### src/rtl/fp_norm_round.sv
// fp_norm_round: two-stage normalize, round-to-nearest-even and pack for the fp32 multiplier.
module fp_norm_round (
  input  logic        clk,
  input  logic        rst,
  input  logic        in_valid,
  output logic        in_ready,
  input  logic        in_sign,
  input  logic [9:0]  in_exp,
  input  logic [47:0] in_prod,
  input  logic        in_zero,
  input  logic        in_inf,
  input  logic        in_nan,
  output logic        out_valid,
  input  logic        out_ready,
  output logic [31:0] out_result,
  output logic        out_overflow,
  output logic        out_underflow,
  output logic        out_inexact
);
  logic        s1_valid, s1_sign, s1_guard, s1_sticky, s1_zero, s1_inf, s1_nan;
  logic [9:0]  s1_exp;
  logic [22:0] s1_mant;
  logic        s1_accept, s2_accept;
  logic [22:0] n_mant;
  logic        n_guard, n_sticky;
  logic [9:0]  n_exp;
  logic        round_up, special, ovf, unf, r_inx;
  logic [23:0] m2;
  logic [9:0]  e2;
  logic [31:0] r_result;
  assign s2_accept = !out_valid | out_ready;
  assign s1_accept = !s1_valid | s2_accept;
  assign in_ready  = s1_accept;
  always_comb begin
    n_mant   = in_prod[47] ? in_prod[46:24] : in_prod[45:23];
    n_guard  = in_prod[47] ? in_prod[23] : in_prod[22];
    n_sticky = in_prod[47] ? |in_prod[22:0] : |in_prod[21:0];
    n_exp    = in_exp + {9'd0, in_prod[47]};
  end
  // m2[23] is the rounding carry; m2[22:0] is already zero when it fires
  always_comb begin
    round_up = s1_guard & (s1_sticky | s1_mant[0]);
    m2       = {1'b0, s1_mant} + {23'd0, round_up};
    e2       = s1_exp + {9'd0, m2[23]};
    special  = s1_nan | s1_inf | s1_zero;
    ovf      = !special & ($signed(e2) >= $signed(10'd255));
    unf      = !special & !ovf & ($signed(e2) <= $signed(10'd0));
    r_inx    = ovf | unf | (!special & (s1_guard | s1_sticky));
    r_result = (s1_nan | (s1_inf & s1_zero)) ? 32'h7FC00000 :
               (s1_inf | ovf)                ? {s1_sign, 8'hFF, 23'd0} :
               (s1_zero | unf)               ? {s1_sign, 31'd0} :
                                               {s1_sign, e2[7:0], m2[22:0]};
  end
  always_ff @(posedge clk or posedge rst) begin
    if (rst) begin
      s1_valid      <= 1'b0;
      s1_sign       <= 1'b0;
      s1_exp        <= 10'd0;
      s1_mant       <= 23'd0;
      s1_guard      <= 1'b0;
      s1_sticky     <= 1'b0;
      s1_zero       <= 1'b0;
      s1_inf        <= 1'b0;
      s1_nan        <= 1'b0;
      out_valid     <= 1'b0;
      out_result    <= 32'd0;
      out_overflow  <= 1'b0;
      out_underflow <= 1'b0;
      out_inexact   <= 1'b0;
    end else begin
      if (s1_accept) begin
        s1_valid <= in_valid;
        if (in_valid) begin
          s1_sign   <= in_sign;
          s1_exp    <= n_exp;
          s1_mant   <= n_mant;
          s1_guard  <= n_guard;
          s1_sticky <= n_sticky;
          s1_zero   <= in_zero;
          s1_inf    <= in_inf;
          s1_nan    <= in_nan;
        end
      end
      if (s2_accept) begin
        out_valid <= s1_valid;
        if (s1_valid) begin
          out_result    <= r_result;
          out_overflow  <= ovf;
          out_underflow <= unf;
          out_inexact   <= r_inx;
        end
      end
    end
  end
endmodule

### config.mk
export PLATFORM = sky130hd
export DESIGN_NAME = fp_norm_round
export DESIGN_NICKNAME = d
export VERILOG_FILES = /design/src/rtl/fp_norm_round.sv
export SDC_FILE = /design/constraint.sdc
export NUM_CORES = 1
export LEC_CHECK = 0
export ABC_CLOCK_PERIOD_IN_PS = 6700
export CAP_MARGIN = 20
export CORE_MARGIN = 4
export CORE_UTILIZATION = 30
export DETAILED_ROUTE_END_ITERATION = 10
export SYNTH_ARGS = -nofsm -noshare
export SYNTH_HDL_FRONTEND = slang
export SYNTH_SLANG_ARGS = --single-unit
### constraint.sdc
create_clock -name clk -period 6.7 [get_ports clk]
set_input_delay 1.34 -clock clk [delete_from_list [all_inputs] [get_ports clk]]
set_output_delay 1.34 -clock clk [all_outputs]
set_load 0.005 [all_outputs]
## Yosys cells after proc, flatten, opt, wreduce, memory -nomap -nowiden

Index checks and enable logic that the tools add are counted.

| operators by class | value |
|---|---|
| $lt $le $gt $ge | 2 |
| add/subtract/negate cells | 3 |
| multiplexer cells | 6 |
| reduce and logical (&&, ||, !) cells | 8 |
| bitwise operators | 17 |

Operators with widths:

| operator | number |
|---|---|
| 31-bit two-way mux | 2 |
| 32-bit two-way mux | 1 |
| 23-bit by 1-bit adder with 24-bit output | 1 |
| 23-bit two-way mux | 1 |
| 23-bit OR reduction | 1 |
| 22-bit OR reduction | 1 |
| 10-bit by 1-bit adder with 10-bit output | 2 |
| 1-bit bitwise OR | 11 |
| 10-bit by 9-bit >= comparator with 1-bit output (second input constant) | 1 |
| 10-bit by 1-bit <= comparator with 1-bit output (second input constant) | 1 |
| 1-bit AND | 6 |
| 1-bit logical NOT | 4 |
| 2-bit AND reduction | 2 |
| 1-bit two-way mux | 2 |

| word-level totals | value |
|---|---|
| output and inout port bits | 37 |
| bits of input ports | 66 |
| logic and storage cells | 50 |
| flip-flop bits (word level) | 76 |

## Depth between registers and ports, before layout

| logic depth | value |
|---|---|
| depth after elaboration | 13 |
| mapped depth | 15 |
| gate-level depth less buffers | 13 |

## Worst setup path after synthesis

OpenSTA, ideal clock, no wires.

| timing | value |
|---|---|
| path type | register to register |
| from | register s1_mant[10] |
| to | register out_result[2] |
| required time | 6.576 ns |
| path buffers | 1 |
| arrival | 3.177 ns |
| slack | 3.399 ns |
| cell stages (with the launch flop) | 13 |
| period minus slack after synthesis | 3.301 ns |
| cell sequence | dfrtp_1 nand4_1 nor4_1 and2_1 and3_1 ha_1 nand3_1 or3_1 and3_1 o41ai_2 a21o_1 buf_4 o31ai_2 |

| between the ends | value |
|---|---|
| word-level cells in the longest chain between the ends | 11 |

Ends and longest elaborated chain:

| element | line | source |
|---|---|---|
| start, declared | 22 | `logic [22:0] s1_mant;` |
| start signal, assigned | 76 | `s1_mant <= n_mant;` |
| 23-bit by 1-bit adder with 24-bit output (*) | 43 | `m2 = {1'b0, s1_mant} + {23'd0, round_up};` |
| 10-bit by 1-bit adder with 10-bit output (*) | 44 | `e2 = s1_exp + {9'd0, m2[23]};` |
| 10-bit by 9-bit >= comparator with 1-bit output | 46 | `ovf = !special & ($signed(e2) >= $signed(10'd255));` |
| 1-bit AND | 46 |  |
| 1-bit logical NOT | 47 | `unf = !special & !ovf & ($signed(e2) <= $signed(10'd0));` |
| 1-bit AND (2 in a row) | 47 |  |
| 1-bit bitwise OR | 51 | `(s1_zero \| unf) ? {s1_sign, 31'd0} :` |
| 31-bit two-way mux | 51 |  |
| 31-bit two-way mux (*) | 50 | `(s1_inf \| ovf) ? {s1_sign, 8'hFF, 23'd0} :` |
| 32-bit two-way mux (*) | 49 | `r_result = (s1_nan \| (s1_inf & s1_zero)) ? 32'h7FC00000 :` |
| end signal, assigned | 87 | `out_result <= r_result;` |
| end, declared | 15 | `output logic [31:0] out_result,` |

Every way passes the cells marked *; elsewhere a longest branch is shown, timed or not.
A chain may end at the register's enable or synchronous reset.

## Worst setup path after layout

| timing | value |
|---|---|
| from | register s1_mant[10] |
| to | register out_result[3] |

The elaborated chain is that of the path after synthesis.

==> flow_summary_export.csv <==
group,metric,value,unit
min_path,hp-class,"reg2reg",
timing,fin_tns_setup,0,ns
finish,final_area,5850,um2
setup_path,cpMostUsedCell,"and3_1",
setup_path,arrival,4.56,ns
clocking,cts.sinks,76,
setup_path,cpMaxStageDelayCell,"a21o_1",
placement,port_buffers,102,
floorplan,core,14000,um2
drt,wl_met1,5260,um
grt,antenna_found_initial,0,
floorplan,start_util,30.9,%
yosys,synth_ff_type,"dfrtp_1",
outcome,outcome,"completed",
floorplan,die_x,128,um
min_path,hp-start,"out_result[8]",
placement,place_area,5480,um2
yosys,netlist_area,4330,um2
flow_run,cap_violations,0,
finish,diodes,0,
yosys,synth_cells,437,
finish,fin_cells,714,
clocking,cts_resized,0,
setup_path,cp_max_fo,22,
drt,via_count,3466,
finish,areaGrowthSynthToFinish,35.1,%
clocking,cts_setup_buffers,0,
yosys,syn-num-nets,509,
timing,skew,0.00628,ns
setup_path,cp_cell_sequence,"nand4_1 > nor4_1 > and2_1 > and3_1 > ha_1 > nand3_1 > or3_1 > and3_1 > o41ai_2 > buf_4 > a21o_1 > o31ai_2",
floorplan,die_area,16400,um2
yosys,async_flop_share,100,%
setup_path,criticalPathCategory,"reg2reg",
setup_path,cp_top_family,"simple AND/OR/NAND/NOR gates",
yosys,synth_edf_count,0,
yosys,synth_cell_type_count,48,
setup_path,crit_path_start_kind,"flip-flop",
timing,finalSetupViolCount,0,
drt,drc,0,
timing,slew_headroom,29.8,%
drt,wl_met2,4520,um
drt,wl_met3,534,um
drt,ant_nets,0,
power_and_ir_drop,powerDensity,248,nW/um2
drt,first_pass_iters,4,
timing,fmax,228,MHz
finish,final_core_util,41.8,%
clocking,htree_levels,3,
grt,grt_pass1_vias,3471,
clocking,clk_latency,0.34,ns
floorplan,rows,43,
clocking,cts_tree,"yes",
min_path,holdPathStages,2,
clocking,cts_max_path_buffers,2,
setup_path,worst_path_largest_cell_delay,0.84,ns
yosys,ys_ff_latch,76,
power_and_ir_drop,p_leak,2.30,nW
power_and_ir_drop,vdd_drop_max,131,uV
setup_path,crit_cells,12,
setup_path,rr_startpoint,"s1_mant[10]",
yosys,synth_area_per_cell,9.90,um2
drt,drt-initial-drc-count,213,
finish,nNetsFinal,601,
placement,routabilityCongestion,0.815,
floorplan,num_io_pins,103,
setup_path,r2r-end,"out_result[3]",
drt,viasPerCell,4.85,
floorplan,die_h,128,um
yosys,ys_warn_count,0,
clocking,numCtsBuffers,9,
setup_path,crit_path_end_kind,"flip-flop",
finish,drive_above_1_share,11.0,%
grt,track_usage,13.2,%
timing,drv_slew,0,
placement,hpwl,8140,um
yosys,seq_area_frac_synth,44.0,%
setup_path,setup.reg_to_reg.worst_slack,2.32,ns
min_path,min_to,"out_result[8]",
power_and_ir_drop,p_total,1.45,mW
grt,grt_start_max_net_pins,77,
clocking,root_buffer,"clkbuf_16",
grt,grt_overflow,0,
setup_path,crit_buf_inv,1,
clocking,holdBufCountCts,0,
setup_path,worst_ep_required_time,6.88,ns
timing,layout_min_cycle_time,4.38,ns
setup_path,r2r_cells,12,
timing,period_share,65.4,%
drt,avgRoutedWirePerCell,14.7,um
timing,tightest_slew,1.05,ns
placement,dp.cells,697,
grt,grt_pass1_wl,17300,um
drt,routed_wl,10500,um
timing,rsz0062_at_grt,"no",
drt,top_layer_used,"met4",
clocking,clkTransAtPathRegs,0.05,ns
timing,finalHoldViolations,0,
==> cells by family after synthesis <==
| logic type | count (synthesis) | share of synthesized area (%) |
|---|---|---|
| buf+inv | 34 | 3.76 |
| mux | 31 | 7.35 |
| simple gates | 161 | 18.0 |
| flops | 76 | 44.0 |
| compound gates | 91 | 17.6 |
| fa+ha+maj | 6 | 1.74 |
| xor+xnor | 38 | 7.69 |
==> worst register-to-register path, cell delays in order (launching register included) <==
cell     delay, ns
dfrtp_1       0.42
nand4_1       0.20
nor4_1        0.56
and2_1        0.24
and3_1        0.20
ha_1          0.30
nand3_1       0.23
or3_1         0.39
and3_1        0.19
o41ai_2       0.29
buf_4         0.23
a21o_1        0.84
o31ai_2       0.13
==> sequential cells by signal, indices dropped and copies added (netlist names) <==
signal and flops:
s1_sign 1, out_overflow 1, s1_sticky 1, s1_mant 23
out_underflow 1, s1_zero 1, s1_exp 10, s1_guard 1
out_valid 1, s1_inf 1, s1_valid 1, s1_nan 1
out_inexact 1, out_result 32
==> metal layers <==
| metal | global-route usage, % | up-vias |
|---|---|---|
| li1 | - | 1748 |
| met3 | 2.75 | 10 |
| met4 | 5.99 | 0 |
| met5 | 0 | - |
| met1 | 19.0 | 1619 |
| met2 | 19.1 | 89 |
==> area by class of cell <==
| class | instances | area [um2] |
|---|---|---|
| well taps | 180 | 225 |
| inverters | 7 | 26.3 |
| clock buffers | 10 | 239 |
| flip-flops and latches | 76 | 1900 |
| fillers | 1401 | 8140 |
| multi-input cells | 327 | 2260 |
| clock inverters | 6 | 111 |
| repair buffers | 108 | 1080 |
==> report_power, final <==
part	internal [mW]	switching, mW	leakage [nW]
clock network	0.373	0.181	0.169
logic	0.161	0.144	1.19
registers	0.521	0.0708	0.939
==> cell usage in the layout, fill, tap and decap left out, drive strengths merged, types with 10 or more instances in the layout <==
master         instances
nor2                  14
o21ai                 35
xnor2                 19
mux2i                 25
dfrtp                 76
nor4                  10
clkdlybuf4s50        102
xor2                  19
nand3                 12
clkbuf                10
nand2                 83
o31ai                 23
==> cell usage after synthesis (10+ instances only) <==
| library cell | instances | share of area [%] |
|---|---|---|
| nor2_1 | 14 | 1.2 |
| dfrtp_1 | 76 | 44 |
| clkbuf_1 | 16 | 1.4 |
| xnor2_1 | 19 | 3.8 |
| mux2i_1 | 25 | 5.8 |
| nand2_1 | 83 | 7.2 |
| o21ai_0 | 35 | 4.0 |
| o31ai_2 | 22 | 6.4 |
| nand3_1 | 11 | 1.3 |
| xor2_1 | 19 | 3.8 |
| nor4_1 | 10 | 1.4 |
==> how the worst max path moves through the flow <==
stage / from / endpoint / slack (ns)
after global placement: s1_mant[10] / out_result[7] / 2.52
final: s1_mant[10] / out_result[3] / 2.32
after CTS: s1_mant[10] / out_result[19] / 2.31
after detailed placement: s1_mant[10] / out_result[6] / 2.32
after global routing: s1_mant[10] / out_result[3] / 1.80
after floorplan: s1_mant[10] / out_result[2] / 3.40
==> through the flow <==
stage	hold WS [ns]	setup slack (ns)
floorplan	0.461	3.40
global placement	0.474	2.52
detailed placement	0.472	2.32
CTS	0.489	2.31
global route	0.517	1.80
finish	0.480	2.32
Power figures use the tool's default switching activity.
